===== config.mk =====
export PLATFORM = sky130hd
export DESIGN_NAME = scpad_tile_walker
export DESIGN_NICKNAME = d
export VERILOG_FILES = /design/src/rtl/spad_types_pkg.sv /design/src/rtl/scpad_skew_lane_gen.sv /design/src/rtl/scpad_tile_walker.sv
export SDC_FILE = /design/constraint.sdc
export NUM_CORES = 2
export LEC_CHECK = 0
export CORE_MARGIN = 2
export CORE_UTILIZATION = 50
export CTS_BUF_LIST = sky130_fd_sc_hd__clkbuf_16
export DETAILED_ROUTE_END_ITERATION = 12
export PLACE_DENSITY = 0.78
export SYNTH_ARGS = -nofsm -noshare
export SYNTH_HDL_FRONTEND = slang
export SYNTH_HIERARCHICAL = 1
export SYNTH_SLANG_ARGS = --single-unit

===== constraint.sdc =====
create_clock -name CLK -period 5.9 [get_ports CLK]
set_input_delay 1.18 -clock CLK [delete_from_list [all_inputs] [get_ports CLK]]
set_output_delay 1.18 -clock CLK [all_outputs]
set_load 0.005 [all_outputs]

===== src/rtl/spad_types_pkg.sv =====
// Shared scratchpad types and default geometry for the tile walker and its lane generator.
package spad_types_pkg;

    localparam int DEF_NUM_SCPADS    = 2;
    localparam int DEF_NUM_COLS      = 32;
    localparam int DEF_NUM_ROWS      = 32768;
    localparam int DEF_MAX_TILE_SIZE = 32;

    localparam int DEF_DIM_W   = $clog2(DEF_MAX_TILE_SIZE);
    localparam int DEF_ROW_W   = $clog2(DEF_NUM_ROWS);
    localparam int DEF_COL_W   = $clog2(DEF_NUM_COLS);
    localparam int DEF_SCPAD_W = (DEF_NUM_SCPADS > 1) ? $clog2(DEF_NUM_SCPADS) : 1;

    typedef logic [DEF_NUM_COLS*DEF_ROW_W-1:0] slot_mask_t;
    typedef logic [DEF_NUM_COLS*DEF_COL_W-1:0] shift_mask_t;
    typedef logic [DEF_NUM_COLS-1:0]           mask_t;

    typedef enum logic {
        ROW_WALK = 1'b0,
        COL_WALK = 1'b1
    } walk_mode_t;

    typedef enum logic {
        S_IDLE = 1'b0,
        S_RUN  = 1'b1
    } walker_state_t;

    typedef struct packed {
        logic [DEF_SCPAD_W-1:0] scpad_id;
        logic [DEF_ROW_W-1:0]   base_row;
        logic [DEF_DIM_W-1:0]   rows_m1;
        logic [DEF_DIM_W-1:0]   cols_m1;
        walk_mode_t             mode;
    } tile_req_t;

    // Width of a scratchpad id field; a single scratchpad still gets one bit.
    function automatic int scpad_id_width(input int n);
        return (n > 1) ? $clog2(n) : 1;
    endfunction

endpackage


===== src/rtl/scpad_skew_lane_gen.sv =====
// Per-bank slot / crossbar-lane / enable generation for one beat of a diagonally skewed tile.
module scpad_skew_lane_gen
    import spad_types_pkg::*;
#(
    parameter int NUM_COLS      = DEF_NUM_COLS,
    parameter int NUM_ROWS      = DEF_NUM_ROWS,
    parameter int MAX_TILE_SIZE = DEF_MAX_TILE_SIZE,
    localparam int DIM_W = $clog2(MAX_TILE_SIZE),
    localparam int ROW_W = $clog2(NUM_ROWS),
    localparam int COL_W = $clog2(NUM_COLS)
) (
    input  logic [ROW_W-1:0]          base_row,
    input  logic [DIM_W-1:0]          k,
    input  logic                      mode,
    input  logic [DIM_W-1:0]          rows_m1,
    input  logic [DIM_W-1:0]          cols_m1,
    output logic [NUM_COLS*ROW_W-1:0] slot_mask,
    output logic [NUM_COLS*COL_W-1:0] shift_mask,
    output logic [NUM_COLS-1:0]       mask
);

    // Bank b holds logical lane d = (b - k) mod NUM_COLS; the COL_W-bit subtract does the modulo.
    always_comb begin : p_lanes
        logic [COL_W-1:0] d;
        logic             en;
        slot_mask  = '0;
        shift_mask = '0;
        mask       = '0;
        d          = '0;
        en         = 1'b0;
        for (int b = 0; b < NUM_COLS; b++) begin
            d  = COL_W'(b) - COL_W'(k);
            en = (mode == COL_WALK) ? (d <= COL_W'(rows_m1)) : (d <= COL_W'(cols_m1));
            if (en) begin
                mask[b]                      = 1'b1;
                shift_mask[b*COL_W +: COL_W] = d;
                slot_mask[b*ROW_W +: ROW_W]  = (mode == COL_WALK) ? (base_row + ROW_W'(d))
                                                                  : (base_row + ROW_W'(k));
            end
        end
    end

endmodule


===== src/rtl/scpad_tile_walker.sv =====
// Tile address walker: accepts one descriptor and streams one conflict-free beat per cycle.
//
// state  | meaning
// S_IDLE | no tile in flight, req_ready high
// S_RUN  | beat_valid high, walking beat_idx up to the tile's last index
module scpad_tile_walker
    import spad_types_pkg::*;
#(
    parameter int NUM_SCPADS    = DEF_NUM_SCPADS,
    parameter int NUM_COLS      = DEF_NUM_COLS,
    parameter int NUM_ROWS      = DEF_NUM_ROWS,
    parameter int MAX_TILE_SIZE = DEF_MAX_TILE_SIZE,
    localparam int DIM_W   = $clog2(MAX_TILE_SIZE),
    localparam int ROW_W   = $clog2(NUM_ROWS),
    localparam int COL_W   = $clog2(NUM_COLS),
    localparam int SCPAD_W = (NUM_SCPADS > 1) ? $clog2(NUM_SCPADS) : 1
) (
    input  logic                      CLK,
    input  logic                      nRST,
    input  logic                      req_valid,
    output logic                      req_ready,
    input  logic [SCPAD_W-1:0]        req_scpad_id,
    input  logic [ROW_W-1:0]          req_base_row,
    input  logic [DIM_W-1:0]          req_rows_m1,
    input  logic [DIM_W-1:0]          req_cols_m1,
    input  logic                      req_mode,
    input  logic                      abort,
    output logic                      beat_valid,
    input  logic                      beat_ready,
    output logic [SCPAD_W-1:0]        beat_scpad_id,
    output logic [NUM_COLS*ROW_W-1:0] beat_slot_mask,
    output logic [NUM_COLS*COL_W-1:0] beat_shift_mask,
    output logic [NUM_COLS-1:0]       beat_mask,
    output logic [DIM_W-1:0]          beat_idx,
    output logic                      beat_last,
    output logic                      busy
);

    if (MAX_TILE_SIZE > NUM_COLS) begin : g_chk_tile
        $error("scpad_tile_walker: MAX_TILE_SIZE must not exceed NUM_COLS");
    end
    if (NUM_ROWS < NUM_COLS) begin : g_chk_rows
        $error("scpad_tile_walker: NUM_ROWS must be at least NUM_COLS");
    end

    walker_state_t     state;
    logic [ROW_W-1:0]  base_q;
    logic [DIM_W-1:0]  rows_q;
    logic [DIM_W-1:0]  cols_q;
    logic              mode_q;

    logic              run;
    logic              beat_fire;
    logic              accept;
    logic [DIM_W-1:0]  last_idx;

    logic [ROW_W-1:0]  gen_base;
    logic [DIM_W-1:0]  gen_k;
    logic              gen_mode;
    logic [DIM_W-1:0]  gen_rows;
    logic [DIM_W-1:0]  gen_cols;
    logic [DIM_W-1:0]  gen_last_idx;
    logic              next_last;

    logic [NUM_COLS*ROW_W-1:0] gen_slot;
    logic [NUM_COLS*COL_W-1:0] gen_shift;
    logic [NUM_COLS-1:0]       gen_mask;

    assign run       = (state == S_RUN);
    assign busy      = run;
    assign beat_fire = run & beat_valid & beat_ready & ~abort;
    assign req_ready = run ? (beat_valid & beat_ready & beat_last & ~abort) : 1'b1;
    assign accept    = req_valid & req_ready;
    assign last_idx  = (mode_q == COL_WALK) ? cols_q : rows_q;

    // The generator always looks one beat ahead: either beat 0 of an incoming tile or the next beat.
    assign gen_base     = accept ? req_base_row : base_q;
    assign gen_k        = accept ? '0 : (beat_idx + DIM_W'(1));
    assign gen_mode     = accept ? req_mode : mode_q;
    assign gen_rows     = accept ? req_rows_m1 : rows_q;
    assign gen_cols     = accept ? req_cols_m1 : cols_q;
    assign gen_last_idx = (gen_mode == COL_WALK) ? gen_cols : gen_rows;
    assign next_last    = (gen_k == gen_last_idx);

    scpad_skew_lane_gen #(
        .NUM_COLS      (NUM_COLS),
        .NUM_ROWS      (NUM_ROWS),
        .MAX_TILE_SIZE (MAX_TILE_SIZE)
    ) u_lane_gen (
        .base_row   (gen_base),
        .k          (gen_k),
        .mode       (gen_mode),
        .rows_m1    (gen_rows),
        .cols_m1    (gen_cols),
        .slot_mask  (gen_slot),
        .shift_mask (gen_shift),
        .mask       (gen_mask)
    );

    // Walker FSM: abort beats any handshake; accepting on the last beat reloads with no bubble.
    always_ff @(posedge CLK) begin
        if (!nRST) begin
            state           <= S_IDLE;
            base_q          <= '0;
            rows_q          <= '0;
            cols_q          <= '0;
            mode_q          <= 1'b0;
            beat_valid      <= 1'b0;
            beat_idx        <= '0;
            beat_last       <= 1'b0;
            beat_scpad_id   <= '0;
            beat_slot_mask  <= '0;
            beat_shift_mask <= '0;
            beat_mask       <= '0;
        end else if (run && abort) begin
            state           <= S_IDLE;
            beat_valid      <= 1'b0;
            beat_idx        <= '0;
            beat_last       <= 1'b0;
            beat_scpad_id   <= '0;
            beat_slot_mask  <= '0;
            beat_shift_mask <= '0;
            beat_mask       <= '0;
        end else if (accept) begin
            state           <= S_RUN;
            base_q          <= req_base_row;
            rows_q          <= req_rows_m1;
            cols_q          <= req_cols_m1;
            mode_q          <= req_mode;
            beat_valid      <= 1'b1;
            beat_idx        <= '0;
            beat_last       <= next_last;
            beat_scpad_id   <= req_scpad_id;
            beat_slot_mask  <= gen_slot;
            beat_shift_mask <= gen_shift;
            beat_mask       <= gen_mask;
        end else if (beat_fire) begin
            if (beat_last) begin
                state      <= S_IDLE;
                beat_valid <= 1'b0;
                beat_last  <= 1'b0;
            end else begin
                beat_idx        <= gen_k;
                beat_last       <= next_last;
                beat_slot_mask  <= gen_slot;
                beat_shift_mask <= gen_shift;
                beat_mask       <= gen_mask;
            end
        end
    end

endmodule

* Word level (Yosys, flattened, before mapping)
Index checks and enable logic that the tools add are counted.
Operators by class: muxes and demuxes 182, bitwise gates (word level) 8, equality and inequality tests 2, order comparisons 64, reduce and logical (&&, ||, !) cells 8, $add $sub $neg 66
Operators with widths (number):
- $mux 480 | 3
- $mux 15 | 65
- $add 15x5->15 | 33
- $mux 160 | 3
- $le 5x5->1 | 64
- $mux 5 | 36
- $mux 32 | 3
- $sub 5x5->5 const A | 16
- $mux 1 | 72
- $sub 4x5->5 const A | 8
- $sub 3x5->5 const A | 4
- $sub 1x5->5 const A | 2
- $sub 2x5->5 const A | 2
- $reduce_and 2->1 | 3
- $add 5x1->5 const B | 1
- $and 1x1->1 | 5
- $eq 5x5->1 | 1
- $reduce_bool 2->1 | 2
- $not 1->1 | 3
- $reduce_or 3->1 | 1
- $ne 2x1->1 const B | 1
- $reduce_or 2->1 | 1
- $logic_and 1x1->1 | 1
Word-level totals: register bits 706, word-level logic and storage cells 341

* Depth between registers and ports, before layout
depth after elaboration 13, gate-level depth with buffers 23, depth with buffers taken out 17

* Modules after synthesis
Netlist, hierarchy kept.
Modules (own cells, without submodules):
- scpad_tile_walker | area an instance 29349.4 um^2, cells each 3072, instances 1
- scpad_skew_lane_gen | area an instance 17453.0 um^2, cells each 2857, instances 1

* Worst setup path after synthesis
Ideal clock, no wire load.
path type input-to-reg, start in abort, end reg beat_slot_mask[35], cell stages on the path 21, path slack 0.131 ns, path buffers 7, arrival 5.703 ns, path through nand3b_1 a21boi_1 buf_4 buf_6 buf_6 nor2_1 clkbuf_1 inv_1 clkbuf_1 clkbuf_1 ha_1 clkbuf_1 clkinv_1 ha_1 a211oi_2 o21bai_1 a211oi_1 o21ai_0 a21oi_1 nand2_2 a21oi_2
Between the ends: cells in the longest elaborated chain, start to end 12
Ends and longest elaborated chain:
- from (decl) | RTL line scpad_tile_walker.sv:27 | input logic abort,
- $not 1->1 (*) | RTL line scpad_tile_walker.sv:72 | assign req_ready = run ? (beat_valid & beat_ready & beat_last & ~abort) : 1'b1;
- $and 1x1->1 (*) | RTL line scpad_tile_walker.sv:72
- $mux 1 (*) | RTL line scpad_tile_walker.sv:72
- $and 1x1->1 (*) | RTL line scpad_tile_walker.sv:73 | assign accept = req_valid & req_ready;
- $mux 5 (*) | RTL line scpad_tile_walker.sv:78 | assign gen_k = accept ? '0 : (beat_idx + DIM_W'(1));
- named net gen_k[0] | RTL line scpad_tile_walker.sv:58 | logic [DIM_W-1:0] gen_k;
- $sub 2x5->5 | RTL line scpad_skew_lane_gen.sv:32 | d = COL_W'(b) - COL_W'(k);
- $add 15x5->15 / $le 5x5->1 (equally long branches) | RTL line scpad_skew_lane_gen.sv:37, scpad_skew_lane_gen.sv:33
- $mux 15 / $mux 1 (equally long branches) | RTL line scpad_skew_lane_gen.sv:37, scpad_skew_lane_gen.sv:33
- $mux 15 (*) | RTL line scpad_skew_lane_gen.sv:34 | if (en) begin
- named net gen_slot[35] | RTL line scpad_tile_walker.sv:65 | logic [NUM_COLS*ROW_W-1:0] gen_slot;
- $mux 480 | RTL line scpad_tile_walker.sv:138 | if (beat_last) begin
- $mux 480 | RTL line scpad_tile_walker.sv:137 | end else if (beat_fire) begin
- $mux 480 (*) | RTL line scpad_tile_walker.sv:124 | end else if (accept) begin
- to (signal assigned) | RTL line scpad_tile_walker.sv:134 | beat_slot_mask <= gen_slot;
- to (signal assigned) | RTL line scpad_tile_walker.sv:145 | beat_slot_mask <= gen_slot;
- to (decl) | RTL line scpad_tile_walker.sv:31 | output logic [NUM_COLS*ROW_W-1:0] beat_slot_mask,
The timed path passes the listed nets; every way through them passes the cells marked *. The select of a mux whose other input is x is not followed. A chain may end at the register's enable or synchronous reset.

* Worst setup path in the final report
start in abort, end reg beat_slot_mask[318]
RTL lines:
- $not 1->1 (*) | RTL line scpad_tile_walker.sv:72
- $and 1x1->1 (*) | RTL line scpad_tile_walker.sv:72
- $mux 1 (*) | RTL line scpad_tile_walker.sv:72
- $and 1x1->1 (*) | RTL line scpad_tile_walker.sv:73
- $mux 5 (*)
- named net gen_cols[1] | RTL line scpad_tile_walker.sv:61 | logic [DIM_W-1:0] gen_cols;
- $le 5x5->1 (*) | RTL line scpad_skew_lane_gen.sv:33 | en = (mode == COL_WALK) ? (d <= COL_W'(rows_m1)) : (d <= COL_W'(cols_m1));
- $mux 1 (*) | RTL line scpad_skew_lane_gen.sv:33
- $mux 15 (*) | RTL line scpad_skew_lane_gen.sv:34
- named net gen_slot[318] | RTL line scpad_tile_walker.sv:65
- $mux 480 | RTL line scpad_tile_walker.sv:138
- $mux 480 | RTL line scpad_tile_walker.sv:137
- $mux 480 (*) | RTL line scpad_tile_walker.sv:124
Marks and branches as above.

==> results by stage <==
Status:
- The flow ran to the end, and the final reports show no timing, DRC or antenna violations.

Yosys:
- A synthesized cell averages 7.894 sq um.
- The number of different library cells in the post-synthesis netlist is 83.
- The post-synthesis cell area is about 47000 sq um.
- By count the netlist is led by nand2_1 (830), dfxtp_1 (706), a21oi_2 (621).
- Sorting the synthesized cells by area gives the leading types as dfxtp_1 (30%), a21oi_2 (12%), nand2_2 (7.6%).
- The Yosys step of the flow raised 6 warnings.
- The part of the Yosys area used for sequential elements is between 30% and 40%.
- The async set-or-reset flop fraction in the synthesized netlist is 0%.
- The fraction of post-synthesis cell area in the top cell type by area is between 30% and 40%.
- Synthesis produced a netlist with a net count of approximately 6000.
- The predominant post-synthesis flop cell is dfxtp_1.
- Among all cell types in the netlist, the one instantiated most often is nand2_1.
- The number of flops mapped to enable cells by yosys is 0.
- dfxtp_1 takes more of the synthesized area than any other cell.
- The post-synthesis instance total is 5929.
- The synthesized design contains between 700 and 800 register bits.

Drt:
- The first-pass iteration count of the detailed router is 7.
- The post-route DRC violation count is 0.
- The via density per instance is slightly above 6.
- Once detail routing completed, the nets flagged for antenna violations numbered 0.
- The average wire per cell in the routed design is ~29 um.
- The detailed router placed 50790 vias in this run.
- For this block, the routed nets add up to roughly 240000 um of wire.
- The number of DRC markers in iteration 0 is 6628.

Global routing:
- For this run the aggregate overflow at the end of global routing stands at 0.
- The maximum number of pins on one net before global-route repair is between 150 and 200.
- The number of antenna violations at the first check in global routing came to 15.
- In the global route stage, overall resource usage came out at between 40 and 50%.
- The global-route wire length before repair is approximately 330000 um.
- The number of global-route vias before repair was between 40000 and 50000.

Setup path:
- In this run the critical register-to-register path is captured at beat_slot_mask[318]$_SDFFE_PP0P_.
- At the worst endpoint, the arrival time is 6.45 ns.
- STA classifies the critical path startpoint as an input pin.
- Along the worst path, the maximum fanout reaches 14.
- The kind of end point of the critical path is a flop.
- The worst reg2reg path depth is 16.
- For the worst setup path, the data required time is approximately 6.5 ns.
- The startpoint-to-endpoint class of the critical path is input pin to flop.
- The register-to-register setup slack is roughly 0.64 ns.
- In this run the critical register-to-register path is launched from beat_idx[0]$_SDFFE_PP0P_.

Clocking:
- The hold-fix buffer count after cts is 0.
- The clock transition time at the flip-flop clock pins of the worst setup and hold paths is around 0.060 ns.
- The number of buffers between clock root and the deepest sink is 3.
- In this run the number of H-tree levels came out at 3.
- The clock reaches the later pin of the worst-skew pair after roughly 0.68 ns.
- The post-CTS repair timing setup buffer count is 0.
- TritonCTS built the clock tree.
- In this run, CTS created clock tree buffers numbering 80.
- The root buffer cell chosen for the clock tree is clkbuf_16.
- In this run, post-CTS repair resized a total of 0 instances.
- For this design, the sink count on the clock tree is 706.

Placed design:
- In this run the tool buffered the top-level ports with 713 buffer cells.
- The wire-length estimate of the detail-placed layout is about 180000 um.
- The placed cell area is a little under 60000 sq um.
- The routability congestion estimate from global placement is between 1 and 1.5.

Cells and area:
- After routing the design area is roughly 61000 sq um.
- The share of final-layout standard cells stronger than drive strength 1 is between 20 and 30%.
- The fill cell instance count of the final layout is 7860.
- The net count of the finished layout is ~7100.
- The area added between synthesis and finish is 30.27%.

Min path:
- The path with the worst hold slack has its endpoint at beat_slot_mask[400]$_SDFFE_PP0P_.
- The worst min-delay path category is flop to flop.
- The origin of the worst min-delay path is beat_slot_mask[400]$_SDFFE_PP0P_.
- The worst hold path depth is 2.

Power and ir drop:
- The largest vdd supply drop is approximately 0.25 mV.
- Summed over all cells, the static leakage comes to about 0.022 uW.
- After layout, the design draws a total of 16550 uW.
- The areal power density over the cells is ~270 nW/um^2.

Floorplan:
- The number of cell rows is roughly 110.
- The area of the core region is 93050 sq um.
- The die is a little over 300 um tall.
- Pin placement for this block handled about 710 I/O pins.
- The die area is between 90000 and 100000 sq um.
- The initial utilization of the core area, before any placement, comes to 50.30%.
- The die is a little over 300 um wide.

Timing:
- The post-route clock period utilization is between 90% and 100%.
- The post-route minimum period is 5.829 ns.
- The worst max-slew margin expressed relative to the limit is a little under a fifth.
- For the pin with the worst max-slew slack, the measured transition is 1.218 ns.
- The timing-limited maximum frequency is between 150 and 200 MHz.
- Setup violations remaining at the end of the flow were counted as 0.
- The final max-slew violation count is 0.
- Setup repair after global routing left no endpoint under its margin.
- On the final layout, the worst clock skew is between 0.02 and 0.03 ns.
- The hold violation count in the final report was 0.

Job:
- Max-cap violations in this run came to 0.
worst max-delay path, cell delays in order:
cell	delay, ns
clkdlybuf4s50_1	0.45
nand3b_1	0.31
a21boi_4	0.52
buf_4	0.32
mux2_2	0.38
inv_1	0.22
ha_1	0.41
o21bai_1	0.16
a21o_1	0.23
o31ai_1	0.58
mux2i_4	0.35
nor3_1	0.86
buf_4	0.23
nand2_1	0.07
a21oi_2	0.12
through the flow:
stage | hold WS [ns] | utilization (%) | TNS [ns] | setup WS [ns] | cells
after global routing | 0.4768 | 65.51 | 0 | 0.1925 | 8167
after CTS | 0.4551 | 65.51 | 0 | 0.2946 | 8165
after global placement | 0.4428 | 62.84 | -0.4122 | -0.2729 | 8018
final | 0.4539 | 65.53 | 0 | 0.07123 | 8171
after detailed placement | 0.4472 | 62.84 | -1.895 | -0.3354 | 8018
after floorplan | 0.4527 | - | 0 | 0.1308 | 5929
layout by cell type, fill, tap and decap left out, types with 72 or more instances in the layout:
master	count
buf_12	90
a211oi_1	80
mux2i_1	72
or3_1	133
inv_1	111
clkdlybuf4s50_1	713
nand3_1	90
ha_1	200
o21ai_0	309
dfxtp_1	706
nand2_1	829
a21oi_2	621
buf_4	553
nor3_1	128
xnor2_1	78
nor2_1	434
clkbuf_16	81
a21oi_1	363
nand2_2	570
routing by layer:
| metal | global-route usage, % | up-vias | part of all wire (%) |
|---|---|---|---|
| li1 | - | 22290 | - |
| met1 | 57.93 | 24140 | 37 |
| met2 | 71.50 | 3402 | 43 |
| met5 | 0 | - | 0.031 |
| met4 | 36.23 | 12 | 9.0 |
| met3 | 12.01 | 951 | 11 |
worst max-delay path by stage:
stage                from                               end  slack (ns)  depth (start not counted)
floorplan           abort   beat_slot_mask[35]$_SDFFE_PP0P_        0.13                         21
global placement    abort  beat_slot_mask[318]$_SDFFE_PP0P_       -0.27                         15
detailed placement  abort  beat_slot_mask[318]$_SDFFE_PP0P_       -0.34                         15
CTS                 abort  beat_slot_mask[318]$_SDFFE_PP0P_        0.29                         15
global route        abort  beat_slot_mask[318]$_SDFFE_PP0P_        0.19                         15
finish              abort  beat_slot_mask[318]$_SDFFE_PP0P_        0.07                         15
state kept, by name, summed over array words and instances, names as in the netlist:
signal / count
beat_slot_mask: 480
busy: 1
beat_scpad_id: 1
rows_q: 5
beat_mask: 32
mode_q: 1
beat_idx: 5
base_q: 15
cols_q: 5
beat_shift_mask: 160
beat_last: 1
layout make-up:
cell class	instances	area [sq um]	area share (%)
sequential	706	14130	23.18
antenna	6	15.01	0.02463
tap	1254	1569	2.573
clock buffer	81	2027	3.324
clock inverter	66	454.2	0.7449
inverter	97	364.1	0.5972
timing repair buffer	1356	13090	21.47
multi-input combinational	4605	29320	48.09
report_power, final:
group / internal, uW / total, uW / switching [uW] / leakage, uW
registers: 5090 / 5310 / 225 / 0.00574
logic: 2330 / 6360 / 4030 / 0.0147
clock network: 2680 / 4880 / 2200 / 0.00129
total: 10100 / 16500 / 6450 / 0.0217
logic make-up after synthesis:
family,after synthesis,synth area share (%)
AO/OA/AOI/OAI,1739,26.31
XOR/XNOR,114,2.133
adder cells (fa/ha/maj),206,5.587
buffers and inverters,618,7.892
flip-flops,706,30.20
multiplexers,105,2.331
AND/OR/NAND/NOR,2441,25.54
(Power assumes the default switching activity.)
